[config.mk]
export PLATFORM = sky130hd
export DESIGN_NAME = instruction_decoder
export DESIGN_NICKNAME = d
export VERILOG_FILES = /design/src/rtl/instruction_decoder.sv
export SDC_FILE = /design/constraint.sdc
export NUM_CORES = 1
export LEC_CHECK = 0
export ABC_CLOCK_PERIOD_IN_PS = 3400
export BUFFER_PORTS_ARGS = -buffer_cell sky130_fd_sc_hd__buf_2
export CORE_ASPECT_RATIO = 0.7
export CORE_MARGIN = 4
export CORE_UTILIZATION = 49
export CTS_BUF_LIST = sky130_fd_sc_hd__clkbuf_16
export CTS_CLUSTER_SIZE = 40
export DETAILED_ROUTE_END_ITERATION = 6
export GPL_ROUTABILITY_DRIVEN = 0
export PLACE_DENSITY = 0.82
export SLEW_MARGIN = 30
export SYNTH_ARGS = -nofsm -noshare
export SYNTH_HDL_FRONTEND = slang
export SYNTH_SLANG_ARGS = --single-unit
[constraint.sdc]
create_clock -name clk -period 3.4 [get_ports clk]
set_clock_uncertainty 0.05 [all_clocks]
set_input_delay 0 -clock clk [delete_from_list [all_inputs] [get_ports clk]]
set_output_delay 0 -clock clk [all_outputs]
set_load 0.02 [all_outputs]
[src/rtl/instruction_decoder.sv]
// Instruction register and decoder for the 8-bit nanoprocessor: turns the fetched
// word into register/ALU enables, bus source select and sequencer jump requests.
module instruction_decoder (
    input  logic       clk,
    input  logic       reset,
    input  logic [7:0] pm_data,
    input  logic       alu_zero,
    output logic [7:0] ir,
    output logic       jmp,
    output logic       jmp_nz,
    output logic [3:0] jmp_addr,
    output logic       dont_jmp,
    output logic [7:0] reg_en,
    output logic       alu_en,
    output logic [3:0] source_sel,
    output logic [3:0] alu_func,
    output logic [7:0] instr_count
);

    typedef enum logic [2:0] {
        CLS_LOAD,
        CLS_MOVE,
        CLS_ALU,
        CLS_RSVD,
        CLS_JMP,
        CLS_JNZ
    } instr_class_e;

    localparam logic [3:0] SEL_R    = 4'd8;
    localparam logic [3:0] SEL_IMM  = 4'd9;
    localparam logic [3:0] SEL_IDLE = 4'd15;

    logic         ir_valid;
    logic         z;
    instr_class_e cls;
    logic [2:0]   mv_dst;
    logic [2:0]   mv_src;

    // NOTE: non-blocking assignments so every register samples pre-edge values.
    always_ff @(posedge clk or posedge reset) begin
        if (reset) begin
            ir          <= 8'h00;
            ir_valid    <= 1'b0;
            z           <= 1'b0;
            instr_count <= 8'h00;
        end else begin
            ir       <= pm_data;
            ir_valid <= 1'b1;
            if (ir_valid && cls == CLS_ALU)
                z <= alu_zero;
            if (ir_valid)
                instr_count <= instr_count + 8'd1;
        end
    end

    assign dont_jmp = z;
    assign mv_dst   = ir[5:3];
    assign mv_src   = ir[2:0];

    always_comb begin
        cls = CLS_RSVD;
        if (!ir[7])
            cls = CLS_LOAD;
        else if (!ir[6])
            cls = CLS_MOVE;
        else
            case (ir[5:4])
                2'b00:   cls = CLS_ALU;
                2'b01:   cls = CLS_RSVD;
                2'b10:   cls = CLS_JMP;
                default: cls = CLS_JNZ;
            endcase
    end

    // NOTE: every output gets its inactive value first, so no path can infer a latch.
    always_comb begin
        reg_en     = 8'h00;
        alu_en     = 1'b0;
        source_sel = SEL_IDLE;
        alu_func   = 4'h0;
        jmp        = 1'b0;
        jmp_nz     = 1'b0;
        jmp_addr   = 4'h0;
        if (ir_valid) begin
            case (cls)
                CLS_LOAD: begin
                    reg_en     = 8'h01 << ir[6:4];
                    source_sel = SEL_IMM;
                end
                CLS_MOVE: begin
                    // Self-move is a NOP, except slot 4 where the source reads r, not o_reg.
                    if (mv_dst != mv_src || mv_dst == 3'd4) begin
                        reg_en     = 8'h01 << mv_dst;
                        source_sel = (mv_src == 3'd4) ? SEL_R : {1'b0, mv_src};
                    end
                end
                CLS_ALU: begin
                    alu_en   = 1'b1;
                    alu_func = ir[3:0];
                end
                CLS_JMP: begin
                    jmp      = 1'b1;
                    jmp_addr = ir[3:0];
                end
                CLS_JNZ: begin
                    jmp_nz   = 1'b1;
                    jmp_addr = ir[3:0];
                end
                default: ;
            endcase
        end
    end

endmodule

==> results of run 1 <==
==> synth_stat cells <==
master     count
xor2_2         1
mux2_1         1
o2111ai_1      2
and2b_1        2
nor3_1         4
xor2_1         5
nand3_1        2
conb_1         1
nor2b_1        5
o31a_1         1
or2_0          1
o211ai_1       1
inv_1          3
o21ai_1        3
mux2_2         1
o21ai_0        1
nor2_1         5
nand2_1        7
buf_2          7
nand4_1        7
and2_1         7
and4b_1        1
clkbuf_2       1
or4_1          1
a2111o_1       1
a2111oi_2      1
nand2b_1       6
dfrtp_1       18
or4b_1         1
a31oi_1        1
o311ai_1       2
and3_1         1
nor3b_1        2
nor2_2         1
o211ai_2       1
xnor2_1        4
a21oi_1        5
ha_1           1
clkbuf_1       1
o21a_1         1
==> final timing paths <==
| check | startpoint | end | slack, ns | cells past startpoint |
|---|---|---|---|---|
| max | ir[4] | source_sel[2] | 1.37 | 4 |
| min | reset | dont_jmp | 0.34 | 3 |
| max reg2reg | ir[7] | dont_jmp | 1.71 | 3 |
| min reg2reg | instr_count[7] | instr_count[7] | 0.41 | 1 |
| max in group asynchronous | reset | ir_valid | 2.53 | 3 |
| min in group clk | pm_data[0] | ir[0] | 0.34 | 2 |
==> per-stage QoR <==
| step | hold WS [ns] | util (%) | total power [W] |
|---|---|---|---|
| 2_1_floorplan | -0.1114 | - | 0.0004844 |
| 3_3_place_gp | 0.05447 | 62.82 | 0.0005610 |
| 3_5_place_dp | 0.06011 | 62.82 | 0.0005675 |
| 4_1_cts | 0.3345 | 71.19 | 0.0008121 |
| 5_1_grt | 0.3613 | 71.19 | 0.0008543 |
| 6_report | 0.3433 | 71.19 | 0.0008080 |
==> cell type report <==
| class | count | area [um^2] | share of cell area, % |
|---|---|---|---|
| clock inverters | 1 | 3.754 | 0.2467 |
| well taps | 32 | 40.04 | 2.632 |
| clock buffers | 3 | 75.07 | 4.934 |
| repair buffers | 60 | 350.3 | 23.03 |
| inverters | 3 | 11.26 | 0.7401 |
| flip-flops and latches | 18 | 450.4 | 29.61 |
| multi-input cells | 87 | 590.6 | 38.82 |
==> layer usage <==
metal / GRT usage (%) / share of wire, % / vias to the layer above
met5: 0 / 0 / -
met4: 4.202 / 0.99 / 0
met3: 5.399 / 7.7 / 6
met2: 32.79 / 48 / 50
met1: 26.61 / 43 / 536
li1: - / - / 519
==> registers in the layout, summed over array words and instances (netlist names) <==
| register | cells |
|---|---|
| dont_jmp | 1 |
| ir | 8 |
| ir_valid | 1 |
| instr_count | 8 |
==> timing repair <==
item	in CTS	in global routing
endpoints found under the hold margin	27	0
hold buffers	10	0
resized for setup	0	0
==> worst max-delay path, stage by stage, from the launching register on <==
cell,delay (ns)
dfrtp_1,0.70
xor2_2,0.24
a2111o_1,0.44
o211ai_2,0.16
buf_2,0.19
==> cells by family after synthesis <==
family | after synthesis | synth area share (%)
buffers and inverters | 12 | 5.022
flip-flops | 18 | 41.10
multiplexers | 2 | 2.055
AO/OA/AOI/OAI | 20 | 13.58
XOR/XNOR | 10 | 8.676
other | 1 | 0.3421
AND/OR/NAND/NOR | 53 | 28.08
adder cells (fa/ha/maj) | 1 | 1.141
==> power breakdown <==
part	switching (W)	internal, W	leakage [nW]
registers	0.0000705	0.000263	0.217
logic	0.000140	0.000102	0.479
clock network	0.0000767	0.000156	0.0385
==> qor.yml, run 1 <==
global_route:
  grt_pass1_wl_mm: 4.623
  antenna_found_initial: 0
  grt_max_degree: 19
  gr-total-overflow: 0
  grt.total_usage_pct: 19.74
  grt_pass1_vias: 971
logic_synthesis:
  synth_top_area_cell: "dfrtp_1"
  synth_seq_area_share_pct: 41.10
  syn_avg_cell_area_um2: 9.368
  yosys.area.top_type_share_pct: 41.10
  yosys.cell_types.count: 40
  syn-num-nets: 129
  syn_area_mm2: 0.001096
  synth_cells: 117
  ys_ff_latch: 18
  yosys_warnings: 0
  synthTopCellsByArea: "dfrtp_1 (41%), and2_1 (4.0%), nand4_1 (4.0%)"
clock_tree:
  path_clk_slew_ns: 0.05
  cts_sinks: 18
  h-tree-depth: 1
  postCtsSetupBuffers: 0
  cts_inserted_buffers: 3
  cts_root_buf: "clkbuf_16"
  clock_path_buffers: 2
  clk_latency_ns: 0.25
  cts_tree: "done"
sta:
  slew_viol_final: 0
  finalCritPeriodShare_pct: 59.84
  tightest_slew_ns: 0.6594
  setup_viol: 0
  min_period_ns: 2.035
  rsz0062_at_grt: "no"
  timing.final.hold_violations: 0
  worst_slack_ns: 1.365
  timing.fmax_mhz: 491.5
  maxSlewHeadroom_pct: 55.99
  finalSetupTns_ns: 0
placement:
  placed_cells: 190
  hpwl_mm: 2.065
  post-place-ws_ns: 1.676
  dpl_cell_area_mm2: 0.001343
  io_buffers: 50
power_and_ir_drop:
  p_leak_nw: 0.7346
  ir_drop_v: 0.0004190
  power.density_mw_per_mm2: 531.1
final_layout:
  layout.cells.most_common: "buf_2"
  nets: 185
  drive_above_1_share_pct: 33.72
  area_delta_synth_final_pct: 38.81
  design_area_mm2: 0.001521
  diodes: 0
  final_cells: 204
  fillers: 178
  final_cell_mix: "buf_2 (50), dfrtp_1 (18), dlygate4sd3_1 (10)"
critical_path:
  endpoint_kind: "output port"
  arrival_ns: 1.98
  start_kind: "flop"
  cp_max_fo: 18
  path_class: "reg2out"
  required_ns: 3.35
floorplanning:
  die_h_um: 47.57
  io_pins: 51
  initial_core_util_pct: 51.29
  die_x_um: 64.53
  die_area_mm2: 0.003070
  core_area_mm2: 0.002137
  rows: 14
routing:
  wl_per_cell_um: 14.40
  dr.first_iter.drc_count: 61
  drtPass1Iterations: 4
  vias: 1111
  route.detailed.drc: 0
  viasPerCell: 5.446
  wirelength_mm: 2.938
  ant_nets: 0
job:
  maxCapViolCount: 0
min_path:
  hold_class: "in2async"
status:
  status: "complete, no violations"
No activity file was read; power rests on OpenSTA's default activity.
==> run 2: changes to the inputs <==
ABC_CLOCK_PERIOD_IN_PS = 2060   (was 3400)
CORE_UTILIZATION = 46   (was 49)
PLACE_DENSITY = 0.78   (was 0.82)
clock period = 2.06 ns   (was 3.4 ns; I/O delays follow)
==> run 2 against run 1 <==
Compared with the run above: sequential share of layout area down 0.23 points; clock-buffer cell count unchanged; via count down 3.3%; hold slack worse by 0.0059 ns; global-route usage down 0.41 points; clock power up 65%; cell count up 0.98%; wire length up 0.71%; critical path depth unchanged; first-iteration DRC count up 6.6%; non-clock buffer count up 2; critical path type unchanged; largest power group unchanged.
==> qor.yml, run 2 (synthesis gave the netlist of run 1 again) <==
floorplanning:
  die_x_um: 66.34
  die_area_mm2: 0.003240
  io_pins: 51
  initial_core_util_pct: 49.66
  rows: 14
  die_h_um: 48.84
  core_area_mm2: 0.002207
job:
  maxCapViolCount: 0
clock_tree:
  cts_tree: "done"
  postCtsSetupBuffers: 0
  path_clk_slew_ns: 0.05
  clock_path_buffers: 2
  cts_inserted_buffers: 3
  clk_latency_ns: 0.25
  cts_sinks: 18
  h-tree-depth: 1
  cts_root_buf: "clkbuf_16"
sta:
  hold_slack_ns: 0.3374
  maxSlewHeadroom_pct: 54.17
  timing.final.hold_violations: 0
  finalSetupTns_ns: 0
  slew_viol_final: 0
  tightest_slew_ns: 0.6867
  timing.fmax_mhz: 530.1
  setup_viol: 0
  rsz0062_at_grt: "no"
  min_period_ns: 1.886
  finalCritPeriodShare_pct: 91.58
routing:
  ant_nets: 0
  vias: 1074
  viasPerCell: 5.214
  wirelength_mm: 2.959
  route.detailed.drc: 0
  wl_per_cell_um: 14.36
  dr.first_iter.drc_count: 65
  drtPass1Iterations: 4
final_layout:
  drive_above_1_share_pct: 35.06
  layout.cells.most_common: "buf_2"
  nets: 187
  diodes: 0
  final_util_pct: 69.67
  top_regs: "instr_count x8, ir x8"
  area_delta_synth_final_pct: 40.30
  final_cell_mix: "buf_2 (50), dfrtp_1 (17), dlygate4sd3_1 (10)"
critical_path:
  required_ns: 2.01
  arrival_ns: 1.84
  endpoint_kind: "output port"
  path_class: "reg2out"
  rr_worst_depth: 3
  cp_max_fo: 16
  start_kind: "flop"
power_and_ir_drop:
  ir_drop_v: 0.0006206
  p_leak_nw: 0.7432
  power.density_mw_per_mm2: 876.0
global_route:
  grt_pass1_wl_mm: 4.892
  antenna_found_initial: 0
  gr-total-overflow: 0
  grt_pass1_vias: 1026
  grt_max_degree: 19
  grt.total_usage_pct: 19.33
min_path:
  hold_class: "in2async"
placement:
  io_buffers: 50
  hpwl_mm: 2.166
status:
  status: "complete, no violations"
run 2: cell type report:
| class | instances | area [um^2] |
|---|---|---|
| Multi-Input combinational cell | 87 | 590.6 |
| Inverter | 3 | 11.26 |
| Clock inverter | 1 | 3.754 |
| Tap cell | 32 | 40.04 |
| Sequential cell | 18 | 451.7 |
| Timing Repair Buffer | 62 | 365.4 |
| Fill cell | 174 | 669.4 |
| Clock buffer | 3 | 75.07 |
run 2: through the flow:
stage          instance area (um^2)  setup slack (ns)   power, W  instances
2_1_floorplan                  1096            0.4418  0.0007996        117
3_3_place_gp                   1358            0.4549  0.0009299        192
3_5_place_dp                   1358            0.3754  0.0009518        192
4_1_cts                        1536            0.1004   0.001358        206
5_1_grt                        1538           0.03835   0.001420        206
6_report                       1538            0.1735   0.001347        206
run 2: per-layer routing:
| metal | global-route usage, % | vias up | wire length [um] |
|---|---|---|---|
| met3 | 6.221 | 2 | 247 |
| met2 | 32.78 | 49 | 1411 |
| met5 | 0 | - | 0 |
| met1 | 24.57 | 498 | 1291 |
| li1 | - | 525 | - |
| met4 | 2.365 | 0 | 8 |
run 2: final timing paths:
path | start | to | slack (ns)
max in group asynchronous | reset | ir_valid | 1.14
worst max-delay path | ir[5] | source_sel[2] | 0.17
min in group clk | pm_data[1] | ir[1] | 0.34
worst max register to register | ir[5] | dont_jmp | 0.39
worst min register to register | instr_count[7] | instr_count[7] | 0.41
worst min-delay path | reset | ir[1] | 0.34
run 2: worst max-delay path: stages (launching register included):
cell and delay (ns):
dfrtp_1 0.65, o21ai_1 0.12, a2111o_1 0.49, o211ai_2 0.14, buf_2 0.18
run 2: where the power goes:
part | total [W] | internal [W] | switching [W]
Sequential | 0.000549 | 0.000434 | 0.000116
Combinational | 0.000413 | 0.000172 | 0.000241
Clock | 0.000384 | 0.000258 | 0.000126
Total | 0.00135 | 0.000864 | 0.000484
run 2: what timing repair did:
item                                    CTS  global route
endpoints found under the hold margin    27             0
hold buffers                             10             0
endpoints found under the setup margin    0             1
gates resized for setup                   0             1
==> run 3: changes to the inputs <==
==> constraint.sdc (replaced) <==
create_clock -name clk -period 2.06 [get_ports clk]
set_clock_uncertainty 0.05 [all_clocks]
set_input_delay 0.206 -clock clk [delete_from_list [all_inputs] [get_ports clk]]
set_output_delay 0.206 -clock clk [all_outputs]
set_load 0.02 [all_outputs]
==> run 3 against run 2 <==
Compared with the run above: the flow now finishes with violations (negative hold slack); total power fell by 1.9%; clock power is 4% lower; wire length decreased by 1.1%; non-clock buffer count decreased by 4; core utilization fell by 2.5 points; global-route usage down 1.3 points; cell count is 2.4% lower; first-iteration DRC count is 7.7% higher; hold slack worse by 0.34 ns; largest cell class unchanged; largest power group unchanged.
==> qor.yml, run 3 (synthesis gave the netlist of run 1 again) <==
final_layout:
  nets: 183
  top_regs: "instr_count x8, ir x8"
  final_cell_mix: "buf_2 (50), dfrtp_1 (14)"
  diodes: 0
  layout.cells.most_common: "buf_2"
  area_delta_synth_final_pct: 35.27
  drive_above_1_share_pct: 42.01
global_route:
  antenna_found_initial: 0
  gr-total-overflow: 0
  grt_busiest_layer: "met2"
  grt_pass1_wl_mm: 4.650
  use_met3_pct: 5.991
  grt_max_degree: 19
  use_met2_pct: 30.15
  grt.total_usage_pct: 18.02
  globalRouteMet1Util_pct: 23.72
  grt_pass1_vias: 978
critical_path:
  required_ns: 1.80
  cp_max_fo: 9
  arrival_ns: 1.74
  endpoint_kind: "output port"
  rrSetupSlack_ns: 0.47
  r2r-end: "dont_jmp"
  rr_worst_depth: 3
  start_kind: "flop"
  r2r-start: "ir[5]"
  path_class: "reg2out"
power_and_ir_drop:
  swShare_pct: 35.28
  ir_drop_v: 0.0007546
  power.density_mw_per_mm2: 891.7
  p_int_w: 0.0008556
  power_frac_seq_pct: 41.2
  p_leak_nw: 0.7254
  clock_power_share_pct: 27.8
  netSwitchingPower_w: 0.0004665
  comb_power_share_pct: 31.0
sta:
  maxSlewHeadroom_pct: 57.14
  min_period_ns: 2.000
  timing.fmax_mhz: 499.9
  timing.final.hold_violations: 18
  rsz0062_at_grt: "no"
  slew_viol_final: 0
  tightest_slew_ns: 0.6422
  finalSetupTns_ns: 0
  setup_viol: 0
  hold_slack_ns: -0.006669
  finalCritPeriodShare_pct: 97.11
  worst_slack_ns: 0.05960
routing:
  dr.first_iter.drc_count: 70
  vias: 1099
  ant_nets: 0
  route.detailed.drc: 0
  wl_per_cell_um: 14.55
  viasPerCell: 5.468
  wirelength_mm: 2.925
  drtPass1Iterations: 4
status:
  status: "finished with violations"
  violations: "negative hold slack"
floorplanning:
  die_area_mm2: 0.003240
  io_pins: 51
  initial_core_util_pct: 49.66
  core_area_mm2: 0.002207
  die_h_um: 48.84
  rows: 14
  die_x_um: 66.34
clock_tree:
  cts_tree: "done"
  clk_latency_ns: 0.24
  cts_inserted_buffers: 3
  clock_path_buffers: 2
  cts_root_buf: "clkbuf_16"
  path_clk_slew_ns: 0.05
  holdBufCountCts: 0
  h-tree-depth: 1
  cts_sinks: 18
job:
  maxCapViolCount: 0
placement:
  post-place-ws_ns: 0.2489
  hpwl_mm: 2.188
  io_buffers: 50
min_path:
  hold_class: "in2async"
[run 3: cell types whose count changed in the layout (fill, tap and decap cells not counted)]
cell | previous run | this run
dlygate4sd3_1 | 10 | 0
buf_4 | 2 | 7
clkinv_1 | 1 | 0
dfrtp_2 | 1 | 4
nand2b_2 | 0 | 1
nand2b_1 | 6 | 5
clkbuf_2 | 0 | 1
dfrtp_1 | 17 | 14
[run 3: area by class of cell]
type                            instances  area [um^2]
Fill cell                             176        724.4
Clock buffer                            3        75.07
Timing Repair Buffer                   58        307.8
Sequential cell                        18        455.4
Tap cell                               32        40.04
Inverter                                3        11.26
Multi-Input combinational cell         87        593.1
[run 3: critical path, stage by stage, from the launching register on]
cell      delay, ns
dfrtp_2        0.45
nand2b_2       0.24
or4_1          0.48
o21ai_1        0.15
buf_2          0.18
[run 3: worst max path at each step]
stage / from / end / slack [ns] / cells after the start
after global routing: ir[4] / source_sel[1] / 0.01 / 4
after detailed placement: ir[5] / source_sel[2] / 0.25 / 4
after global placement: ir[5] / source_sel[2] / 0.31 / 4
after floorplan: ir[1] / source_sel[1] / 0.24 / 4
final: ir[6] / reg_en[1] / 0.06 / 4
after CTS: ir[6] / reg_en[1] / 0.04 / 4
[run 3: what timing repair did]
action,4_1_cts,5_1_grt
setup endpoints to repair,2,7
setup buffers,0,4
gates resized for setup,2,3
[run 3: through the flow]
step	std cells	total power [W]	hold WS (ns)	cell area [um^2]	utilization (%)
after floorplan	117	0.0007996	0.09457	1096	-
after global placement	194	0.0009336	0.2645	1373	62.19
after detailed placement	194	0.0009479	0.2653	1373	62.19
after CTS	197	0.001327	0.01348	1450	65.70
after global routing	201	0.001398	0.008730	1483	67.18
final	201	0.001322	-0.006669	1483	67.18
[run 3: per-layer routing]
layer  up-vias  wire length, um
met3         2              329
met5         -                0
met4         0               10
li1        520                -
met1       522             1191
met2        55             1392
[run 3: power by group through the flow]
stage	combinational [W]	sequential, W	clock [W]
6_report	0.000409	0.000545	0.000367
5_1_grt	0.000444	0.000558	0.000396
4_1_cts	0.000406	0.000544	0.000377
2_1_floorplan	0.000183	0.000616	0
3_3_place_gp	0.000393	0.000540	0
3_5_place_dp	0.000407	0.000541	0
